===== src/rtl/mc_pkg.sv =====
// Shared encodings for the multi-cycle CPU control path and datapath decoders.
// Opcodes, FSM state codes, mux-select codes and the packed control-strobe bundle.
package mc_pkg;

  localparam logic [5:0] OP_R    = 6'h00;
  localparam logic [5:0] OP_J    = 6'h02;
  localparam logic [5:0] OP_BEQ  = 6'h04;
  localparam logic [5:0] OP_ADDI = 6'h08;
  localparam logic [5:0] OP_LW   = 6'h23;
  localparam logic [5:0] OP_SW   = 6'h2B;

  typedef enum logic [3:0] {
    S_FETCH  = 4'd0,
    S_DECODE = 4'd1,
    S_MEMADR = 4'd2,
    S_MEMRD  = 4'd3,
    S_MEMWB  = 4'd4,
    S_MEMWR  = 4'd5,
    S_EXEC   = 4'd6,
    S_RWB    = 4'd7,
    S_BRANCH = 4'd8,
    S_JUMP   = 4'd9,
    S_ADDIEX = 4'd10,
    S_ADDIWB = 4'd11
  } state_t;

  localparam logic [1:0] ALUOP_ADD   = 2'b00;
  localparam logic [1:0] ALUOP_SUB   = 2'b01;
  localparam logic [1:0] ALUOP_FUNCT = 2'b10;

  localparam logic [1:0] SRCB_B       = 2'b00;
  localparam logic [1:0] SRCB_FOUR    = 2'b01;
  localparam logic [1:0] SRCB_IMM     = 2'b10;
  localparam logic [1:0] SRCB_IMM_SH2 = 2'b11;

  localparam logic [1:0] PCSRC_ALU    = 2'b00;
  localparam logic [1:0] PCSRC_ALUOUT = 2'b01;
  localparam logic [1:0] PCSRC_JUMP   = 2'b10;

  typedef struct packed {
    logic       pc_write;
    logic       pc_write_cond;
    logic       i_or_d;
    logic       mem_read;
    logic       mem_write;
    logic       ir_write;
    logic       mem_to_reg;
    logic       reg_dst;
    logic       reg_write;
    logic       alu_src_a;
    logic [1:0] alu_src_b;
    logic [1:0] alu_op;
    logic [1:0] pc_source;
    logic       illegal_op;
  } ctrl_t;

  function automatic logic is_legal_op(input logic [5:0] op);
    return (op == OP_R) || (op == OP_J) || (op == OP_BEQ) ||
           (op == OP_ADDI) || (op == OP_LW) || (op == OP_SW);
  endfunction

endpackage


===== src/rtl/mc_control_fsm_if.sv =====
// Control/datapath boundary of the multi-cycle CPU: opcode and handshake in,
// resource strobes and the current state out.
interface mc_control_fsm_if;
  import mc_pkg::*;

  logic [5:0] opcode;
  logic       zero;
  logic       mem_ready;

  logic       PCWrite;
  logic       PCWriteCond;
  logic       IorD;
  logic       MemRead;
  logic       MemWrite;
  logic       IRWrite;
  logic       MemtoReg;
  logic       RegDst;
  logic       RegWrite;
  logic       ALUSrcA;
  logic [1:0] ALUSrcB;
  logic [1:0] ALUOp;
  logic [1:0] PCSource;
  logic       illegal_op;
  state_t     state;

  // zero is consumed by the datapath's PCWriteCond AND gate, never by the controller
  modport master (
    input  opcode, mem_ready,
    output PCWrite, PCWriteCond, IorD, MemRead, MemWrite, IRWrite,
           MemtoReg, RegDst, RegWrite, ALUSrcA, ALUSrcB, ALUOp, PCSource,
           illegal_op, state
  );

  modport slave (
    output opcode, zero, mem_ready,
    input  PCWrite, PCWriteCond, IorD, MemRead, MemWrite, IRWrite,
           MemtoReg, RegDst, RegWrite, ALUSrcA, ALUSrcB, ALUOp, PCSource,
           illegal_op, state
  );

endinterface


===== src/rtl/mc_ctrl_decode.sv =====
// Combinational state-to-strobe decoder for the multi-cycle control FSM.
// Everything is forced low while reset is asserted so no write can escape.
module mc_ctrl_decode
  import mc_pkg::*;
(
  input  state_t     state,
  input  logic       rst,
  input  logic       mem_ready,
  input  logic [5:0] opcode,
  output ctrl_t      ctrl
);

  always_comb begin
    ctrl = '0;
    if (rst) begin
      case (state)
        S_FETCH: begin
          ctrl.mem_read  = 1'b1;
          ctrl.alu_src_b = SRCB_FOUR;
          ctrl.ir_write  = mem_ready;
          ctrl.pc_write  = mem_ready;
        end
        S_DECODE: begin
          ctrl.alu_src_b  = SRCB_IMM_SH2;
          ctrl.illegal_op = !is_legal_op(opcode);
        end
        S_MEMADR: begin
          ctrl.alu_src_a = 1'b1;
          ctrl.alu_src_b = SRCB_IMM;
        end
        S_MEMRD: begin
          ctrl.mem_read = 1'b1;
          ctrl.i_or_d   = 1'b1;
        end
        S_MEMWB: begin
          ctrl.reg_write  = 1'b1;
          ctrl.mem_to_reg = 1'b1;
        end
        S_MEMWR: begin
          ctrl.mem_write = 1'b1;
          ctrl.i_or_d    = 1'b1;
        end
        S_EXEC: begin
          ctrl.alu_src_a = 1'b1;
          ctrl.alu_src_b = SRCB_B;
          ctrl.alu_op    = ALUOP_FUNCT;
        end
        S_RWB: begin
          ctrl.reg_write = 1'b1;
          ctrl.reg_dst   = 1'b1;
        end
        S_BRANCH: begin
          ctrl.alu_src_a     = 1'b1;
          ctrl.alu_src_b     = SRCB_B;
          ctrl.alu_op        = ALUOP_SUB;
          ctrl.pc_write_cond = 1'b1;
          ctrl.pc_source     = PCSRC_ALUOUT;
        end
        S_JUMP: begin
          ctrl.pc_write  = 1'b1;
          ctrl.pc_source = PCSRC_JUMP;
        end
        S_ADDIEX: begin
          ctrl.alu_src_a = 1'b1;
          ctrl.alu_src_b = SRCB_IMM;
        end
        S_ADDIWB: begin
          ctrl.reg_write = 1'b1;
        end
        default: ctrl = '0;
      endcase
    end
  end

endmodule


===== src/rtl/mc_control_fsm.sv =====
// Main control FSM of the multi-cycle CPU: state register and next-state logic;
// strobes come from mc_ctrl_decode as a pure decode of the current state.
//
// state  | meaning
// FETCH  | read instruction at PC, PC+4 written when memory is ready
// DECODE | compute branch target, dispatch on opcode, flag illegal opcodes
// MEMADR | compute load/store effective address
// MEMRD  | load data read, waits for mem_ready
// MEMWB  | load data written to rt
// MEMWR  | store write, waits for mem_ready
// EXEC   | R-type ALU operation
// RWB    | R-type result written to rd
// BRANCH | beq compare, PC updated if zero
// JUMP   | PC loaded with jump target
// ADDIEX | addi ALU operation
// ADDIWB | addi result written to rt
module mc_control_fsm
  import mc_pkg::*;
(
  input  logic             clk,
  input  logic             rst,
  mc_control_fsm_if.master bus
);

  state_t state;
  state_t state_next;
  ctrl_t  ctrl;

  always_ff @(posedge clk or negedge rst) begin
    if (!rst) state <= S_FETCH;
    else      state <= state_next;
  end

  always_comb begin
    state_next = S_FETCH;
    case (state)
      S_FETCH:  state_next = bus.mem_ready ? S_DECODE : S_FETCH;
      S_DECODE: begin
        case (bus.opcode)
          OP_LW, OP_SW: state_next = S_MEMADR;
          OP_R:         state_next = S_EXEC;
          OP_BEQ:       state_next = S_BRANCH;
          OP_J:         state_next = S_JUMP;
          OP_ADDI:      state_next = S_ADDIEX;
          default:      state_next = S_FETCH;
        endcase
      end
      // only lw/sw reach MEMADR and the IR is stable, so sw vs. not-sw suffices
      S_MEMADR: state_next = (bus.opcode == OP_SW) ? S_MEMWR : S_MEMRD;
      S_MEMRD:  state_next = bus.mem_ready ? S_MEMWB : S_MEMRD;
      S_MEMWB:  state_next = S_FETCH;
      S_MEMWR:  state_next = bus.mem_ready ? S_FETCH : S_MEMWR;
      S_EXEC:   state_next = S_RWB;
      S_RWB:    state_next = S_FETCH;
      S_BRANCH: state_next = S_FETCH;
      S_JUMP:   state_next = S_FETCH;
      S_ADDIEX: state_next = S_ADDIWB;
      S_ADDIWB: state_next = S_FETCH;
      default:  state_next = S_FETCH;
    endcase
  end

  mc_ctrl_decode u_decode (
    .state     (state),
    .rst       (rst),
    .mem_ready (bus.mem_ready),
    .opcode    (bus.opcode),
    .ctrl      (ctrl)
  );

  assign bus.PCWrite     = ctrl.pc_write;
  assign bus.PCWriteCond = ctrl.pc_write_cond;
  assign bus.IorD        = ctrl.i_or_d;
  assign bus.MemRead     = ctrl.mem_read;
  assign bus.MemWrite    = ctrl.mem_write;
  assign bus.IRWrite     = ctrl.ir_write;
  assign bus.MemtoReg    = ctrl.mem_to_reg;
  assign bus.RegDst      = ctrl.reg_dst;
  assign bus.RegWrite    = ctrl.reg_write;
  assign bus.ALUSrcA     = ctrl.alu_src_a;
  assign bus.ALUSrcB     = ctrl.alu_src_b;
  assign bus.ALUOp       = ctrl.alu_op;
  assign bus.PCSource    = ctrl.pc_source;
  assign bus.illegal_op  = ctrl.illegal_op;
  assign bus.state       = state;

endmodule


===== src/flat_wrapper.sv =====
// flat-port wrapper written by rule: the top's interface ports become plain ports
module mc_control_fsm_flat import mc_pkg::*;
  (clk, rst, bus_opcode, bus_mem_ready, bus_PCWrite, bus_PCWriteCond, bus_IorD, bus_MemRead, bus_MemWrite, bus_IRWrite, bus_MemtoReg, bus_RegDst, bus_RegWrite, bus_ALUSrcA, bus_ALUSrcB, bus_ALUOp, bus_PCSource, bus_illegal_op, bus_state);
  mc_control_fsm_if bus_i ();
  input  logic clk;
  input  logic rst;
  input wire logic [$bits(bus_i.opcode)-1:0] bus_opcode;
  input wire logic [$bits(bus_i.mem_ready)-1:0] bus_mem_ready;
  output wire logic [$bits(bus_i.PCWrite)-1:0] bus_PCWrite;
  output wire logic [$bits(bus_i.PCWriteCond)-1:0] bus_PCWriteCond;
  output wire logic [$bits(bus_i.IorD)-1:0] bus_IorD;
  output wire logic [$bits(bus_i.MemRead)-1:0] bus_MemRead;
  output wire logic [$bits(bus_i.MemWrite)-1:0] bus_MemWrite;
  output wire logic [$bits(bus_i.IRWrite)-1:0] bus_IRWrite;
  output wire logic [$bits(bus_i.MemtoReg)-1:0] bus_MemtoReg;
  output wire logic [$bits(bus_i.RegDst)-1:0] bus_RegDst;
  output wire logic [$bits(bus_i.RegWrite)-1:0] bus_RegWrite;
  output wire logic [$bits(bus_i.ALUSrcA)-1:0] bus_ALUSrcA;
  output wire logic [$bits(bus_i.ALUSrcB)-1:0] bus_ALUSrcB;
  output wire logic [$bits(bus_i.ALUOp)-1:0] bus_ALUOp;
  output wire logic [$bits(bus_i.PCSource)-1:0] bus_PCSource;
  output wire logic [$bits(bus_i.illegal_op)-1:0] bus_illegal_op;
  output wire logic [$bits(bus_i.state)-1:0] bus_state;
  assign bus_i.opcode = bus_opcode;
  assign bus_i.mem_ready = bus_mem_ready;
  assign bus_PCWrite = bus_i.PCWrite;
  assign bus_PCWriteCond = bus_i.PCWriteCond;
  assign bus_IorD = bus_i.IorD;
  assign bus_MemRead = bus_i.MemRead;
  assign bus_MemWrite = bus_i.MemWrite;
  assign bus_IRWrite = bus_i.IRWrite;
  assign bus_MemtoReg = bus_i.MemtoReg;
  assign bus_RegDst = bus_i.RegDst;
  assign bus_RegWrite = bus_i.RegWrite;
  assign bus_ALUSrcA = bus_i.ALUSrcA;
  assign bus_ALUSrcB = bus_i.ALUSrcB;
  assign bus_ALUOp = bus_i.ALUOp;
  assign bus_PCSource = bus_i.PCSource;
  assign bus_illegal_op = bus_i.illegal_op;
  assign bus_state = bus_i.state;
  mc_control_fsm u_core (.clk(clk), .rst(rst), .bus(bus_i));
endmodule

===== config.mk =====
export PLATFORM = sky130hd
export DESIGN_NAME = mc_control_fsm_flat
export DESIGN_NICKNAME = d
export VERILOG_FILES = /design/src/rtl/mc_pkg.sv /design/src/rtl/mc_control_fsm_if.sv /design/src/rtl/mc_ctrl_decode.sv /design/src/rtl/mc_control_fsm.sv /design/src/flat_wrapper.sv
export SDC_FILE = /design/constraint.sdc
export NUM_CORES = 1
export LEC_CHECK = 0
export ABC_AREA = 1
export BUFFER_PORTS_ARGS = -buffer_cell sky130_fd_sc_hd__buf_2
export CAP_MARGIN = 20
export CORE_MARGIN = 2
export CORE_UTILIZATION = 41
export CTS_CLUSTER_SIZE = 40
export DETAILED_ROUTE_END_ITERATION = 6
export PLACE_DENSITY = 0.75
export SKIP_CTS_REPAIR_TIMING = 1
export SYNTH_ARGS = -nofsm -noshare
export SYNTH_HDL_FRONTEND = slang
export SYNTH_SLANG_ARGS = --single-unit

===== constraint.sdc =====
create_clock -name clk -period 1.1 [get_ports clk]
set_input_delay 0.11 -clock clk [delete_from_list [all_inputs] [get_ports clk]]
set_output_delay 0.11 -clock clk [all_outputs]
set_load 0.01 [all_outputs]

==> reports/metrics.csv <==
metric,value,unit
R2R Setup Slk,-0.04,ns
"Core Util, Final",0.6568,
DRT Wirelength,1.534,mm
CTS tree,done,
root buf cell,clkbuf_4,
Seq pwr share,0.219,
H-tree depth,1,
Synth top area share,0.1822,
fin nets,155,
clk buf depth,2,
Final TNS setup,-4.779,ns
Area Growth Syn to Fin,51.71,%
clk sink count,4,
Yosys top cell by area,dfrtp_1,
initial core utilization,0.4329,
Comb pwr share,0.653,
GRT Overall Usage,0.2036,
Die X,40.60,µm
DR vias,754,
vias in the first global route,579,
Power Internal,711.4,µW
Finish-stage setup viols,20,
"Reg clk slew, reported paths",0.04,ns
RePlAce Congestion,0.8041,
CP Capture Type,output pin,
final hold viol count,0,
Filler cells,125,
layout cells sized above 1,0.4375,
crit start category,flop,
vias per inst,4.742,
outcome,finished with violations,
syn avg cell area,5.182,µm²
NetSw,722.5,µW
power density over the cells,1721,mW/mm²
max incr delay on CP,0.45,ns
setup ws final,-0.3372,ns
drt first pass iters,4,
area of the multi-input gates,397.9,µm²
final std cells w/o fill,159,
Synth warnings,0,
CTS buffer count,3,
num rows,13,
Pins Over Slew Limit,0,
"Slowest-stage cell, CP",dfrtp_2,
post-DP HPWL,1.247,mm
Max Clk Rate,0.6958,GHz
I/O Pins,30,
Critical Path Stages,6,
Die Y,40.60,µm
post-synthesis instance total,106,
total design power,1.434,mW
CP cell instances,"nor2_2, inv_1, a21oi_2, nand2_1, inv_1, buf_2",
worst hold path class,input port to flop,
core area,0.001269,mm²
first-pass GRT wire length,2.263,mm
Worst slew margin,0.7288,
CP Class,flop to output pin,
Buffers on Ports,29,
Tcrit/Tclk final,1.307,
Leak,0.5455,nW
CP Max Fanout,4,
worst-margin pin slew,0.4064,ns
worst vdd ir,0.001221,V
"Net Count, Synth",115,
MaxCap Viol Count,0,
CP Data Required Time,0.99,ns
R2R depth,7,
initial DRC count,8,
worst setup path end,bus_RegWrite,
Yosys reg bits,4,
initial antenna violation count,0,
"Most flops, register",u_core.bus.state,
"most used cell, CP",inv_1,
power share of the clock group,0.128,
CP top delay family,flip-flops,
pin count of the biggest net entering global routing,14,
Antenna Nets Post-Route,0,
critical path arrival,1.33,ns
R2R Path Start,u_core.bus.state[1],
RSZ-0062 raised after global routing,yes,
Setup Skew,0.007482,ns
largest cells by area after synthesis,"dfrtp_1, nand2_1, nor2_1",
failing checks,negative setup slack,
min cycle time layout,1.437,ns
die area,0.001648,mm²
Residual DRC,0,
reg-to-reg critical path endpoint,u_core.bus.state[2],
CP Launch Point,u_core.bus.state[2],
Largest register FFs,4,
Regs by FF count,u_core.bus.state x4,
Reg area,105.1,µm²
placed cells,155,
WL/cell,9.648,µm
Synth Cell Area,549.3,µm²
Clock Latency Late Sink,0.24,ns
gr ovfl total,0,
"Seq/Total Area, Yosys",0.1822,
switching share of power,0.5039,
Synth cell types,19,
CP Buf/Inv Count,3,
Diodes inserted,0,
## cells in the final DEF, fill, tap and decap left out, types with 2 or more instances in the layout
master	n
a21oi_1	2
buf_2	29
buf_4	7
clkbuf_4	3
dfrtp_2	4
inv_1	17
inv_2	3
nand2_1	25
nand2_2	3
nand3_1	7
nand3_2	2
nor2_1	22
nor2_2	5
nor2_4	4
nor3_1	3
## synthesized netlist by cell type
| cell | instances |
|---|---|
| nor3_1 | 3 |
| dfrtp_1 | 4 |
| o22ai_1 | 1 |
| nor2_4 | 1 |
| o21ai_1 | 1 |
| inv_2 | 4 |
| nand3b_1 | 1 |
| buf_2 | 1 |
| a211oi_1 | 1 |
| nand2_2 | 2 |
| a21oi_1 | 2 |
| nand2_1 | 26 |
| nor2_2 | 5 |
| a31oi_1 | 1 |
| inv_1 | 17 |
| buf_4 | 1 |
| nand3_1 | 9 |
| a21oi_2 | 1 |
| nor2_1 | 25 |
## area by class of cell
type | instances | share of cell area
multi-input combinational | 79 | 0.4775
inverter | 21 | 0.09760
sequential | 4 | 0.1261
clock buffer | 3 | 0.02703
tap | 15 | 0.02252
timing repair buffer | 37 | 0.2492
## tightest hold or removal path: stages
cell	delay, ns
buf_2	0.12
nor2_2	0.04
nand2_1	0.05
nand3_1	0.07
## worst min-delay path by stage
stage,startpoint,end,depth (start not counted)
after floorplan,rst,u_core.bus.state[0],0
after global placement,rst,u_core.bus.state[2],1
after detailed placement,rst,u_core.bus.state[0],1
after CTS,rst,u_core.bus.state[0],1
after global routing,bus_opcode[2],u_core.bus.state[1],4
final,bus_opcode[2],u_core.bus.state[1],4
## through the flow
step / cell area [µm²] / setup slack (ns) / hold WS, ns
5_1_grt: 833.3 / -0.4187 / 0.2449
2_1_floorplan: 556.8 / -0.04399 / -0.1856
6_report: 833.3 / -0.3372 / 0.2070
3_5_place_dp: 760.7 / -0.08423 / -0.07239
4_1_cts: 783.3 / -0.3475 / -0.3269
3_3_place_gp: 760.7 / -0.08058 / -0.07587
## power by group through the flow
stage	registers, mW	logic, mW	clock network [mW]
floorplan	0.280	0.506	0
global placement	0.257	0.857	0
detailed placement	0.265	0.871	0
CTS	0.264	0.874	0.190
global route	0.321	1.04	0.202
finish	0.314	0.936	0.184
## routing by layer
metal,track usage,vias up,part of all wire
li1,-,398,-
met1,0.2112,328,0.41
met2,0.4048,28,0.51
met3,0.05556,0,0.070
met4,0.02500,0,0
met5,0,-,0
## kinds of logic (layout without fill, tap and decap cells)
logic type / count (synthesis) / count (layout) / share of synthesized area
AND/OR/NAND/NOR: 72 / 72 / 0.5717
flip-flops: 4 / 4 / 0.1822
buffers and inverters: 23 / 61 / 0.1663
AO/OA/AOI/OAI: 7 / 7 / 0.07974
(Power assumes the default switching activity.)
